[config.mk]
export PLATFORM = sky130hd
export DESIGN_NAME = image_readback_tx
export DESIGN_NICKNAME = d
export VERILOG_FILES = /design/src/rtl/image_readback_tx.sv
export SDC_FILE = /design/constraint.sdc
export NUM_CORES = 1
export LEC_CHECK = 0
export ABC_AREA = 0
export ABC_CLOCK_PERIOD_IN_PS = 4700
export BUFFER_PORTS_ARGS = -buffer_cell sky130_fd_sc_hd__buf_2
export CAP_MARGIN = 0
export CORE_MARGIN = 2
export CORE_UTILIZATION = 60
export DETAILED_ROUTE_END_ITERATION = 7
export PLACE_DENSITY = 0.83
export SLEW_MARGIN = 5
export SYNTH_ARGS = -nofsm -noshare
export SYNTH_HDL_FRONTEND = slang
export SYNTH_SLANG_ARGS = --single-unit
[constraint.sdc]
create_clock -name clk -period 4.7 [get_ports clk]
set_input_delay 0.235 -clock clk [delete_from_list [all_inputs] [get_ports clk]]
set_output_delay 0.235 -clock clk [all_outputs]
set_load 0.01 [all_outputs]
[src/rtl/image_readback_tx.sv]
// Image readback: packs 1-bit RAM contents into bytes (LSB first) and feeds them to uart_tx.
// Define IMAGE_READBACK_CHECKSUM_EN to append an XOR checksum byte after the image.
module image_readback_tx #(
  parameter int unsigned NUM_BITS = 784,
  parameter int unsigned ADDR_W   = 10
) (
  input  logic              clk,
  input  logic              rst,
  input  logic              start,
  output logic              busy,
  output logic              done,
  output logic [ADDR_W-1:0] ram_addr,
  input  logic              ram_q,
  output logic              tx_start,
  output logic [7:0]        tx_data,
  input  logic              tx_rdy
);

  localparam int unsigned NumBytes = NUM_BITS / 8;
  localparam logic [ADDR_W-1:0] LastByte = ADDR_W'(NumBytes - 1);

  typedef enum logic [2:0] {StIdle, StFetch, StSend, StHold, StWait, StFin} state_e;

  state_e            state_q, state_d;
  logic [3:0]        bit_q, bit_d;
  logic [ADDR_W-1:0] byte_cnt_q, byte_cnt_d;
  logic [6:0]        shift_q, shift_d;
  logic [7:0]        tx_data_q, tx_data_d;
`ifdef IMAGE_READBACK_CHECKSUM_EN
  logic [7:0]        csum_q, csum_d;
  logic              csum_phase_q, csum_phase_d;
`endif

  always_ff @(posedge clk) begin
    if (rst) begin
      state_q    <= StIdle;
      bit_q      <= '0;
      byte_cnt_q <= '0;
      shift_q    <= '0;
      tx_data_q  <= '0;
`ifdef IMAGE_READBACK_CHECKSUM_EN
      csum_q       <= '0;
      csum_phase_q <= 1'b0;
`endif
    end else begin
      state_q    <= state_d;
      bit_q      <= bit_d;
      byte_cnt_q <= byte_cnt_d;
      shift_q    <= shift_d;
      tx_data_q  <= tx_data_d;
`ifdef IMAGE_READBACK_CHECKSUM_EN
      csum_q       <= csum_d;
      csum_phase_q <= csum_phase_d;
`endif
    end
  end

  always_comb begin
    state_d    = state_q;
    bit_d      = bit_q;
    byte_cnt_d = byte_cnt_q;
    shift_d    = shift_q;
    tx_data_d  = tx_data_q;
`ifdef IMAGE_READBACK_CHECKSUM_EN
    csum_d       = csum_q;
    csum_phase_d = csum_phase_q;
`endif
    busy     = (state_q != StIdle);
    done     = 1'b0;
    tx_start = 1'b0;
    ram_addr = '0;

    case (state_q)
      StIdle: begin
        if (start) begin
          state_d    = StFetch;
          bit_d      = '0;
          byte_cnt_d = '0;
`ifdef IMAGE_READBACK_CHECKSUM_EN
          csum_d       = '0;
          csum_phase_d = 1'b0;
`endif
        end
      end
      StFetch: begin
        // Cycle k issues address k; RAM data for address k-1 arrives in the same cycle.
        if (bit_q < 4'd8) begin
          ram_addr = {byte_cnt_q[ADDR_W-4:0], bit_q[2:0]};
        end
        if (bit_q == 4'd8) begin
          tx_data_d = {ram_q, shift_q};
`ifdef IMAGE_READBACK_CHECKSUM_EN
          csum_d = csum_q ^ {ram_q, shift_q};
`endif
          bit_d   = '0;
          state_d = StSend;
        end else begin
          if (bit_q != 4'd0) begin
            shift_d[3'(bit_q - 4'd1)] = ram_q;
          end
          bit_d = bit_q + 4'd1;
        end
      end
      StSend: begin
        if (tx_rdy) begin
          tx_start = 1'b1;
          state_d  = StHold;
        end
      end
      StHold: begin
        state_d = StWait;
      end
      StWait: begin
        if (tx_rdy) begin
`ifdef IMAGE_READBACK_CHECKSUM_EN
          if (csum_phase_q) begin
            state_d = StFin;
          end else if (byte_cnt_q == LastByte) begin
            tx_data_d    = csum_q;
            csum_phase_d = 1'b1;
            state_d      = StSend;
          end else begin
            byte_cnt_d = byte_cnt_q + 1'b1;
            state_d    = StFetch;
          end
`else
          if (byte_cnt_q == LastByte) begin
            state_d = StFin;
          end else begin
            byte_cnt_d = byte_cnt_q + 1'b1;
            state_d    = StFetch;
          end
`endif
        end
      end
      StFin: begin
        done    = 1'b1;
        state_d = StIdle;
      end
      default: begin
        state_d = StIdle;
      end
    endcase
  end

  assign tx_data = tx_data_q;

endmodule

==> metrics.txt <==
CORE AREA ~0.0027 mm^2; Critical Path Fanout Max 14; status finished, final reports clean; Post-CTS Hold Buffers 0; worst clock skew 0.00211 ns; synth warn 0; Netlist cell types 47; RSZ-0062 raised after global routing false; DR vias 1641; post-DR vias/cell between 6 and 7; DR iter-0 viols 146; DR pass1 iterations 4; hold wc startpoint tx_rdy; drt wl/cell 15.1 um; chip height ~58 um; Starting Density 0.631; ys async rst share 0; Cell Chain, Critical Path or3b_1 -> nor2_1 -> and2_1 -> buf_2; max-cap viol count 0; Port-buffer cells 25; Design Power 620 uW; DP Wirelength 2.73 mm; Worst Path Required 4.47 ns; Antenna diodes 0; final WL 3.89 mm; CP Class reg2out; global-route wire length before repair 6.69 mm; num ports 26; Layout area overhead 10.5%; top_reg_cell synth dfxtp_1; placement row count 19; CP max-delay cell or3b_1; Syn Inst Count 208; Post-Synthesis Cell Area 0.00172 mm^2; Startpoint Class register; #FFs+latches synth 32; Overflow after GRT 0; Antenna Violating Nets Remaining 0; sequential area share after synthesis 0.372; CTS resizes 0; H-tree levels 2; Rel. slew slack 0.611; Peak Freq 406 MHz; number of buffers added for setup after CTS 0; RePlAce Congestion 0.920; CP bufs+invs 1; HP Class in2reg; pin count of the biggest net entering global routing 33; Inst Count DP 250; Layout Cells excl Fill 258; PwrDens 325 mW/mm^2; Critical Path Source state_q[0]; top-area cell type share of the netlist area 0.372; initial antenna violation count 0; max-slew violations 0; synthesized net count 217; number of synthesized flops with an enable pin 0; max incr delay on CP around 0.6 ns; Final setup viols 0; Avg Synthesized Cell Area 8.29 um^2; period utilization 0.524; number of global-route vias before repair around 1500; FF-to-FF Start state_q[0]; Worst Path Arrival around 2.2 ns; Worst-Skew Late Latency between 0.3 and 0.4 ns; Top Family by Delay on Critical Path simple AND/OR/NAND/NOR gates; Final Util 0.697; setup TNS 0 ns; overall routing resource usage 0.254; Max clock buf depth 2; Final Hold Viols 0; DRC viols 0; CP Capture Type output pin; Root Driver clkbuf_4; Yosys top cell by area dfxtp_1; worst slew pin tran 0.584 ns; Die Area 0.00332 mm^2; Tmin final 2.46 ns; Leak 0.710 nW; VDD IR max 0.291 mV; worst hold slack 0.216 ns; layout cell share with drive strength beyond 1 0.163; Inserted Clock Buffers 5; DIE WIDTH about 58 um; clock sink total 32; CTS tree yes; top post-synthesis cells by area dfxtp_1 37%, mux2i_1 5.2%, nor2_1 4.6%; Final nets approximately 240; Worst-path clk slew 0.10 ns
==> per-layer routing <==
layer  vias up  routed length, um  GRT usage
met1       760               1890      0.359
met4         0                 35     0.0963
li1        809                  -          -
met3         5                224     0.0612
met5         -                  0          0
met2        67               1740      0.373
==> power by group <==
| part | total [mW] | internal [mW] | leakage [nW] | switching (mW) |
|---|---|---|---|---|
| combinational | 0.118 | 0.0382 | 0.410 | 0.0795 |
| sequential | 0.297 | 0.278 | 0.258 | 0.0186 |
| clock | 0.205 | 0.111 | 0.0422 | 0.0938 |
==> registers in the layout, summed over array words and instances, names as in the netlist <==
register,flops
state_q,3
bit_q,4
tx_data,8
shift_q,7
byte_cnt_q,10
==> synth_stat cells (2+ instances only) <==
cell	count
dfxtp_1	32
nor2_1	21
a21oi_1	15
clkbuf_1	11
nor3_1	10
o21ai_0	10
mux2i_1	9
nand3_1	9
and2_1	8
nand2_1	8
inv_1	5
nand4_1	5
ha_1	4
a31oi_1	3
and3_1	3
and4_1	3
nand3b_1	3
nor2b_1	3
nor3b_1	3
o31ai_1	3
or3_1	3
or4_1	3
a211oi_1	2
a311oi_1	2
buf_2	2
nor4_1	2
o2111ai_1	2
o311ai_0	2
o41ai_1	2
or3b_1	2
xnor2_1	2
==> worst paths after layout <==
check	cells after the start	endpoint	slack (ns)
hold / removal	3	state_q[2]	0.22
setup reg to reg	4	shift_q[3]	2.60
setup / recovery	4	ram_addr[5]	2.24
hold reg to reg	2	shift_q[5]	0.49
==> worst reg2reg max path, cell delays in order, from the launching register on <==
cell and delay [ns]:
dfxtp_1 0.56, or3b_1 0.59, or3_1 0.47, o31ai_1 0.24, a21oi_1 0.10
==> cell families after synthesis <==
family,synth area share
mux,0.0588
simple gates,0.303
fa+ha+maj,0.0290
compound gates,0.177
xor+xnor,0.0152
buf+inv,0.0450
flops,0.372
==> through the flow <==
stage | instance area [um^2] | setup slack (ns)
2_1_floorplan | 1720 | 3.02
3_3_place_gp | 1830 | 2.67
3_5_place_dp | 1830 | 2.61
4_1_cts | 1910 | 2.23
5_1_grt | 1910 | 2.11
6_report | 1910 | 2.24
==> final cells by class <==
class,count,area (um^2)
clock buffers,6,41.3
clock inverters,2,35.0
fillers,233,828
inverters,5,18.8
multi-input cells,157,1010
flip-flops and latches,32,641
well taps,31,38.8
repair buffers,25,125
==> cells in the final DEF, fill, tap and decap left out, types with 3 or more instances in the layout <==
master and count:
dfxtp_1 32, buf_2 25, nor2_1 21, a21oi_1 15
nor3_1 10, o21ai_0 10, mux2i_1 9, nand3_1 9
and2_1 8, nand2_1 8, inv_1 5, nand4_1 5
clkbuf_4 5, ha_1 4, or3_1 3, nor3b_1 3
nor2b_1 3, nand3b_1 3, and4_1 3, and3_1 3
a31oi_1 3, or4_1 3, o31ai_1 3
No activity file was read; power rests on OpenSTA's default activity.
